===== config.mk =====
export PLATFORM = sky130hd
export DESIGN_NAME = debounce
export DESIGN_NICKNAME = d
export VERILOG_FILES = /design/src/rtl/debounce.sv
export SDC_FILE = /design/constraint.sdc
export NUM_CORES = 1
export LEC_CHECK = 0
export CORE_MARGIN = 2
export CORE_UTILIZATION = 62
export DETAILED_ROUTE_END_ITERATION = 8
export HOLD_SLACK_MARGIN = 0.12
export PLACE_DENSITY = 0.8
export SLEW_MARGIN = 20
export SYNTH_ARGS = -nofsm -noshare
export SYNTH_HDL_FRONTEND = slang
export SYNTH_SLANG_ARGS = --single-unit

===== constraint.sdc =====
create_clock -name clk -period 3.1 [get_ports clk]
set_input_delay 0.62 -clock clk [delete_from_list [all_inputs] [get_ports clk]]
set_output_delay 0.62 -clock clk [all_outputs]
set_load 0.01 [all_outputs]

===== src/rtl/debounce.sv =====
// Pushbutton conditioner: two-flop synchroniser followed by a stability-count
// debouncer producing a clean level plus one-cycle rise/fall strobes.
module debounce #(
    parameter int unsigned DB_CYCLES = 1000000,
    parameter int unsigned CNT_W     = $clog2(DB_CYCLES)
) (
    input  logic clk,
    input  logic rst,
    input  logic btn_raw,
    output logic p1,
    output logic rise,
    output logic fall
);

    typedef enum logic [1:0] {
        LOW       = 2'd0,
        RISE_WAIT = 2'd1,
        HIGH      = 2'd2,
        FALL_WAIT = 2'd3
    } state_t;

    localparam logic [CNT_W-1:0] CNT_MAX = CNT_W'(DB_CYCLES - 1);

    logic             sync1;
    logic             sync2;
    state_t           state_q;
    state_t           state_d;
    logic [CNT_W-1:0] cnt_q;
    logic [CNT_W-1:0] cnt_d;
    logic             p1_d;
    logic             rise_d;
    logic             fall_d;

    always_ff @(posedge clk) begin
        if (!rst) begin
            sync1   <= 1'b0;
            sync2   <= 1'b0;
            state_q <= LOW;
            cnt_q   <= '0;
            p1      <= 1'b0;
            rise    <= 1'b0;
            fall    <= 1'b0;
        end else begin
            sync1   <= btn_raw;
            sync2   <= sync1;
            state_q <= state_d;
            cnt_q   <= cnt_d;
            p1      <= p1_d;
            rise    <= rise_d;
            fall    <= fall_d;
        end
    end

    always_comb begin
        state_d = state_q;
        cnt_d   = cnt_q;
        rise_d  = 1'b0;
        fall_d  = 1'b0;
        case (state_q)
            LOW: begin
                if (sync2) begin
                    state_d = RISE_WAIT;
                    cnt_d   = '0;
                end
            end
            RISE_WAIT: begin
                if (!sync2) begin
                    state_d = LOW;
                    cnt_d   = '0;
                end else if (cnt_q == CNT_MAX) begin
                    state_d = HIGH;
                    cnt_d   = '0;
                    rise_d  = 1'b1;
                end else begin
                    cnt_d = cnt_q + CNT_W'(1);
                end
            end
            HIGH: begin
                if (!sync2) begin
                    state_d = FALL_WAIT;
                    cnt_d   = '0;
                end
            end
            FALL_WAIT: begin
                if (sync2) begin
                    state_d = HIGH;
                    cnt_d   = '0;
                end else if (cnt_q == CNT_MAX) begin
                    state_d = LOW;
                    cnt_d   = '0;
                    fall_d  = 1'b1;
                end else begin
                    cnt_d = cnt_q + CNT_W'(1);
                end
            end
            default: begin
                state_d = LOW;
                cnt_d   = '0;
            end
        endcase
        // Debounced level is high whenever the accepted state is the high side.
        p1_d = (state_d == HIGH) || (state_d == FALL_WAIT);
    end

endmodule

-- Word level (Yosys, flattened, before mapping)
Index checks and enable logic that the tools add are counted.
- input port bits: 3
- word-level logic and storage cells: 37
- bits in registers: 27
- output and inout bits: 3
- bitwise logic cells: 2
- add/sub/neg operators: 1
- muxes and demuxes: 14
- reduce and logical (&&, ||, !) cells: 5
- eq/ne operators: 8
- operator list (kind ; count):
    20-bit two-way mux ; 5
    20-bit case mux with 4 select lines ; 1
    20-bit by 1-bit adder with 20-bit output, second input constant ; 1
    20-bit equality test, second input constant ; 1
    2-bit two-way mux ; 6
    2-bit equality test, second input constant ; 4
    2-bit case mux with 4 select lines ; 1
    2-bit != test, second input constant ; 2
    3-bit AND reduction ; 1
    3-bit OR reduction ; 1
    2-bit by 1-bit equality test with 1-bit output, second input constant ; 1
    2-bit logical NOT ; 1
    1-bit NOT ; 2
    2-bit AND reduction ; 1
    1-bit logical OR ; 1
    1-bit two-way mux ; 1

-- Logic depth before layout (Yosys ltp)
Gate-level depths: netlist of the first run.
- depth in word-level cells: 6
- gate-level depth with buffers: 7
- gate-level depth less buffers: 6

-- Least setup slack after synthesis of the first run
Ideal clock, no wire load.
- kind: flip-flop to flip-flop
- start: reg cnt_q[8]
- end: reg cnt_q[12]
- path slack: 1241 ps
- clock period less this slack: 1859 ps
- data required time: 2978 ps
- stages on the path, launching flop included: 6
- library setup time: 122 ps
- arrival time: 1737 ps
- buffers on the path: 0
- cells stage by stage: dfxtp_1 > or4b_4 > nor4_4 > a21oi_2 > and4b_1 > a311o_1
- word-level cells in the longest chain between the ends: 4
- elaborated cells on any way between the ends: 6
- those cells by class: 1 x add/sub; 1 x eq/ne; 4 x mux
- ends and longest elaborated chain (item ; RTL line ; RTL):
    from (decl) ; 28 ; logic [CNT_W-1:0] cnt_q;
    from (signal assigned) ; 47 ; cnt_q <= cnt_d;
    20-bit by 1-bit adder with 20-bit output or 20-bit equality test (tied branches) ; - ;
    20-bit two-way mux * ; 70, 88 ;
    20-bit two-way mux (on tied branches) ; 85, 67 ;
    20-bit case mux with 4 select lines * ; 59 ; case (state_q)
Every way passes the cells marked *; elsewhere a longest branch is shown, timed or not.
A chain may end at the register's enable or synchronous reset.

-- Final worst setup path of the first run
- start: reg cnt_q[8]
- end: reg cnt_q[9]
Same word-level chain as after synthesis.

==> impl_metrics.env, run 1 <==
export IMPL_grtUsageTotal=0.216
export IMPL_cellPowerDensity_mw_per_mm2=380
export IMPL_post_route_period_util=0.728
export IMPL_cts_buffers=3
export IMPL_avgSynthCellArea_um2=8.56
export IMPL_cpLargestDelayFamily="simple AND/OR/NAND/NOR gates"
export IMPL_setup_viol=0
export IMPL_grt_pass1_wl_um=4120
export IMPL_crit_top_cell="nor2_1"
export IMPL_min_path_cells=1
export IMPL_synthCells=147
export IMPL_grt_max_degree=17
export IMPL_first_pass_iters=4
export IMPL_clk_latency_ns=0.32
export IMPL_grt_pass1_vias=957
export IMPL_fin_area_mm2=0.00136
export IMPL_core_area_mm2=0.00194
export IMPL_wl_um=2320
export IMPL_multi_input_area_um2=698
export IMPL_post_cts_buffers=0
export IMPL_synth_cell_type_count=36
export IMPL_path_cells="or4b_4 -> nor4_4 -> a21oi_1 -> nor2_1 -> nor2_1"
export IMPL_wl_per_cell_um=12.8
export IMPL_ir_worst_vdd_v=0.000371
export IMPL_port_buffer_count=5
export IMPL_top_level_ports=6
export IMPL_clock_path_buffers=2
export IMPL_required_ns=3.30
export IMPL_diodes=0
export IMPL_viasPerCell=5.71
export IMPL_worstReg2RegStart="cnt_q[8]"
export IMPL_fmax_mhz=443
export IMPL_grt_setup_unrepaired="no"
export IMPL_end_kind="flop"
export IMPL_synth_edf_count=0
export IMPL_r2r_slack_ns=0.84
export IMPL_fp_dieH_um=49.1
export IMPL_ys_seq_elements=27
export IMPL_syn2layout_area_growth_pct=8.35
export IMPL_crit_slowest_cell="or4b_4"
export IMPL_cts_tree="yes"
export IMPL_skew_ns=0.00292
export IMPL_cts_reportedPaths_clkPinSlew_ns=0.15
export IMPL_maxCapViolCount=0
export IMPL_slew_violations=0
export IMPL_startpoint_type="flop"
export IMPL_tightest_slew_ns=0.661
export IMPL_min_period_ns=2.26
export IMPL_reg2regPathDepth=5
export IMPL_synth_fp_nets=151
export IMPL_slew_headroom=0.558
export IMPL_min_path_type="flop to flop"
export IMPL_rr_endpoint="cnt_q[9]"
export IMPL_tns_ns=0
export IMPL_status="completed"
export IMPL_dieArea_mm2=0.00241
export IMPL_leakagePower_nw=0.474
export IMPL_worstPathArrival_ns=2.46
export IMPL_drive_gt1_frac=0.0714
export IMPL_root_buffer="clkbuf_4"
export IMPL_min_from="sync1"
export IMPL_initialDrtViolationCount=32
export IMPL_grt_overflow=0
export IMPL_drc_errors=0
export IMPL_htree_levels=1
export IMPL_final_nets=159
export IMPL_critPathBufInv=0
export IMPL_hold_violations=0
export IMPL_antenna_found_initial=0
export IMPL_min_to="sync2"
export IMPL_postSynth_asyncResetShare=0
export IMPL_synth_area_mm2=0.00126
export IMPL_max_stage_delay_ns=0.57
export IMPL_critPathKind="flop to flop"
export IMPL_synthFlopType="dfxtp_1"
export IMPL_yosysWarningCount=0
export IMPL_core_rowCount=16
export IMPL_final_antenna_net_count=0
export IMPL_path_max_fanout=11
export IMPL_post_cts_resized=0
export IMPL_hpwl_um=1750
export IMPL_n_fill_cell=167
export IMPL_vias=1034
export IMPL_clock_sinks=27
export IMPL_dpl_cell_area_mm2=0.00133
export IMPL_start_util=0.648
export IMPL_synth_seq_area_share=0.429
export IMPL_seq_area_um2=541
export IMPL_hold_buffers=0
export IMPL_die_w_um=49.1
export IMPL_place_gp_congestion=0.855
## final cells by class
class	count	area share
Tap cell	27	0.0248
Inverter	3	0.00826
Sequential cell	27	0.396
Clock buffer	3	0.0165
Multi-Input combinational cell	115	0.512
Timing Repair Buffer	5	0.0367
Clock inverter	1	0.00550
## synth_stat cells (2+ instances only)
library cell | count | area [µm²]
and4b_1 | 3 | 30.0
o21ai_0 | 3 | 15.0
or3_1 | 3 | 18.8
nand2_1 | 16 | 60.1
xnor2_1 | 7 | 61.3
and3_1 | 3 | 18.8
and2_1 | 4 | 25.0
mux2i_1 | 2 | 20.0
a21oi_1 | 3 | 15.0
and4_1 | 2 | 17.5
inv_1 | 3 | 11.3
a31oi_1 | 4 | 25.0
nor2_1 | 26 | 97.6
nor3_1 | 6 | 30.0
xor2_1 | 6 | 52.6
nand3_1 | 9 | 45.0
dfxtp_1 | 27 | 541
and3_2 | 2 | 15.0
## cells by family (layout without fill, tap and decap cells)
group	after synthesis	in the layout	share of synthesized area
adder cells (fa/ha/maj)	1	1	0.00994
flip-flops	27	27	0.429
multiplexers	2	2	0.0159
XOR/XNOR	13	13	0.0905
AND/OR/NAND/NOR	82	82	0.346
buffers and inverters	5	12	0.0159
AO/OA/AOI/OAI	17	17	0.0924
## worst register-to-register path, stage by stage, from the launching register on
cell,delay [ns]
dfxtp_1,0.38
or4b_4,0.58
nor4_4,0.29
a21oi_1,0.23
nor2_1,0.56
nor2_1,0.11
## placed cells by master (no fill, tap or decap), types with 2 or more instances in the layout
master,count
a21oi_1,3
a31oi_1,4
and2_1,4
and3_1,3
and3_2,2
and4_1,2
and4b_1,3
clkbuf_4,3
clkdlybuf4s50_1,5
dfxtp_1,27
inv_1,3
mux2i_1,2
nand2_1,16
nand3_1,9
nor2_1,26
nor3_1,6
o21ai_0,3
or3_1,3
xnor2_1,7
xor2_1,6
## registers in the layout, summed over array words and instances, names as in the netlist
name	count
sync2	1
p1	1
cnt_q	20
sync1	1
rise	1
state_q	2
fall	1
## worst max-delay path by stage
stage,from,end,slack (ns),cells after the start
2_1_floorplan,cnt_q[8],cnt_q[12],1.24,5
3_3_place_gp,rst,cnt_q[10],0.78,5
3_5_place_dp,rst,cnt_q[9],0.69,5
4_1_cts,cnt_q[8],cnt_q[10],0.83,5
5_1_grt,cnt_q[8],cnt_q[19],0.64,5
6_report,cnt_q[8],cnt_q[9],0.84,5
## per-layer routing
metal | part of all wire | global-route usage
met1 | 0.50 | 0.306
met2 | 0.46 | 0.342
met3 | 0.031 | 0.0368
met4 | 0 | 0.0524
met5 | 0 | 0
## report_power, final
| part | internal [mW] | leakage [nW] | switching (mW) |
|---|---|---|---|
| Combinational | 0.00471 | 0.242 | 0.0111 |
| Sequential | 0.349 | 0.218 | 0.00143 |
| Clock | 0.0492 | 0.0139 | 0.103 |
| Total | 0.403 | 0.474 | 0.116 |
## per-stage QoR
stage	setup WS, ns	util	hold WS (ns)	total power [mW]	cells
2_1_floorplan	1.24	-	0.412	0.368	147
3_3_place_gp	0.781	0.687	0.417	0.373	177
3_5_place_dp	0.690	0.687	0.423	0.374	177
4_1_cts	0.832	0.702	0.459	0.524	181
5_1_grt	0.644	0.702	0.475	0.535	181
6_report	0.844	0.702	0.455	0.519	181
Note: power is estimated with default switching activity, not from simulation.
==> inputs of run 2 (changes only) <==
CORE_UTILIZATION = 52   (was 62)
PLACE_DENSITY = 0.71   (was 0.8)
clock period = 2 ns   (was 3.1 ns; I/O delays follow)
==> run 2 against run 1 <==
Net effect:
- combinational power rose by 100%
- clock power rose by 59%
- via count rose by 8.6%
- largest cell class unchanged
- clock-buffer cell count did not move
- first-iteration DRC count did not move
- wire length rose by 12%
- global-route usage rose by 0.38 points
==> impl_metrics.env, run 2 (synthesis results as in run 1) <==
export IMPL_status="completed"
export IMPL_grt_max_degree=17
export IMPL_viasPerCell=5.64
export IMPL_startpoint_type="flop"
export IMPL_skew_ns=0.00253
export IMPL_initialDrtViolationCount=32
export IMPL_end_kind="flop"
export IMPL_post_route_period_util=0.943
export IMPL_critPathKind="flop to flop"
export IMPL_grt_setup_unrepaired="no"
export IMPL_diodes=0
export IMPL_drc_errors=0
export IMPL_hold_violations=0
export IMPL_min_period_ns=1.89
export IMPL_path_max_fanout=6
export IMPL_drive_gt1_frac=0.187
export IMPL_core_rowCount=17
export IMPL_syn2layout_area_growth_pct=19.7
export IMPL_leakagePower_nw=0.566
export IMPL_worstPathArrival_ns=2.13
export IMPL_mostFrequentLayoutCells="25 x nor2_1, 25 x dfxtp_1, 17 x buf_4"
export IMPL_core_area_mm2=0.00225
export IMPL_tns_ns=0
export IMPL_antenna_found_initial=0
export IMPL_slew_violations=0
export IMPL_reg_top3="cnt_q x20, state_q x2"
export IMPL_cts_reportedPaths_clkPinSlew_ns=0.15
export IMPL_maxCapViolCount=0
export IMPL_hold_buffers=0
export IMPL_grt_overflow=0
export IMPL_p_total_mw=0.819
export IMPL_cts_buffers=3
export IMPL_grt_pass1_vias=1043
export IMPL_vias=1123
export IMPL_htree_levels=1
export IMPL_dieArea_mm2=0.00283
export IMPL_n_fill_cell=196
export IMPL_grtUsageTotal=0.219
export IMPL_largest_reg_flops=20
export IMPL_place_gp_congestion=0.873
export IMPL_dpl_cell_area_mm2=0.00145
export IMPL_top_level_ports=6
export IMPL_tightest_slew_ns=0.519
export IMPL_final_antenna_net_count=0
export IMPL_slew_headroom=0.653
export IMPL_wl_um=2600
export IMPL_setup_viol=0
export IMPL_wl_per_cell_um=13.0
export IMPL_clock_path_buffers=2
export IMPL_cellPowerDensity_mw_per_mm2=544
export IMPL_clock_sinks=27
export IMPL_ir_worst_vdd_v=0.000446
export IMPL_start_util=0.558
export IMPL_cts_tree="yes"
export IMPL_regMostFlops="cnt_q"
export IMPL_clk_latency_ns=0.33
export IMPL_hpwl_um=2020
export IMPL_root_buffer="clkbuf_4"
export IMPL_grt_pass1_wl_um=4470
export IMPL_fmax_mhz=530
export IMPL_port_buffer_count=5
export IMPL_fp_dieH_um=53.2
export IMPL_final_nets=176
export IMPL_required_ns=2.24
export IMPL_die_w_um=53.2
export IMPL_fin_area_mm2=0.00151
export IMPL_first_pass_iters=4
export IMPL_min_path_type="flop to flop"
run 2: worst max-delay path: stages (launching register included):
cell and delay [ns]:
dfxtp_1 0.36, ha_1 0.19, nand4_1 0.23, nor4_4 0.28, buf_4 0.16, a21oi_2 0.09, and4b_1 0.18, a311o_1 0.31
run 2: per-layer routing:
metal	global-route usage	part of all wire	routed length, µm	vias up
li1	-	-	-	567
met1	0.270	0.47	1220	519
met2	0.360	0.47	1210	30
met3	0.0254	0.037	96	7
met4	0.137	0.026	68	0
met5	0	0	0	-
run 2: repair_timing:
item,in CTS,in global routing
gates resized for setup,1,5
buffers inserted,0,2
setup endpoints to repair,2,3
pin swaps,0,2
run 2: worst paths after layout:
| kind | from | end | slack [ns] | cells past startpoint |
|---|---|---|---|---|
| worst max-delay path | cnt_q[0] | cnt_q[12] | 0.11 | 7 |
| worst max register to register | cnt_q[0] | cnt_q[12] | 0.11 | 7 |
| worst min-delay path | sync1 | sync2 | 0.46 | 1 |
| worst min register to register | sync1 | sync2 | 0.46 | 1 |
run 2: layout make-up:
| type | count | area [µm²] | share of cell area |
|---|---|---|---|
| Multi-Input combinational cell | 115 | 709 | 0.471 |
| Timing Repair Buffer | 22 | 178 | 0.118 |
| Sequential cell | 27 | 543 | 0.360 |
| Tap cell | 28 | 35.0 | 0.0233 |
| Inverter | 3 | 11.3 | 0.00748 |
| Clock buffer | 3 | 22.5 | 0.0150 |
| Clock inverter | 1 | 7.51 | 0.00498 |
run 2: power breakdown:
part	internal [mW]	switching [mW]	total, mW
clock	0.0768	0.168	0.244
sequential	0.541	0.00211	0.543
combinational	0.0131	0.0191	0.0322
total	0.630	0.189	0.819
run 2: stage by stage:
| stage | setup slack (ns) | util | hold WS [ns] | cells |
|---|---|---|---|---|
| final | 0.114 | 0.668 | 0.459 | 199 |
| after global routing | 0.00852 | 0.668 | 0.489 | 199 |
| after CTS | 0.00553 | 0.656 | 0.465 | 197 |
| after detailed placement | 0.00777 | 0.642 | 0.431 | 193 |
| after global placement | 0.0278 | 0.642 | 0.414 | 193 |
| after floorplan | 0.141 | - | 0.412 | 147 |
==> inputs of run 3 (changes only) <==
SLEW_MARGIN = 25   (was 20)
==> results of run 3 <==
Same layout as run 2: the final DEF is identical, and so are final timing and power.
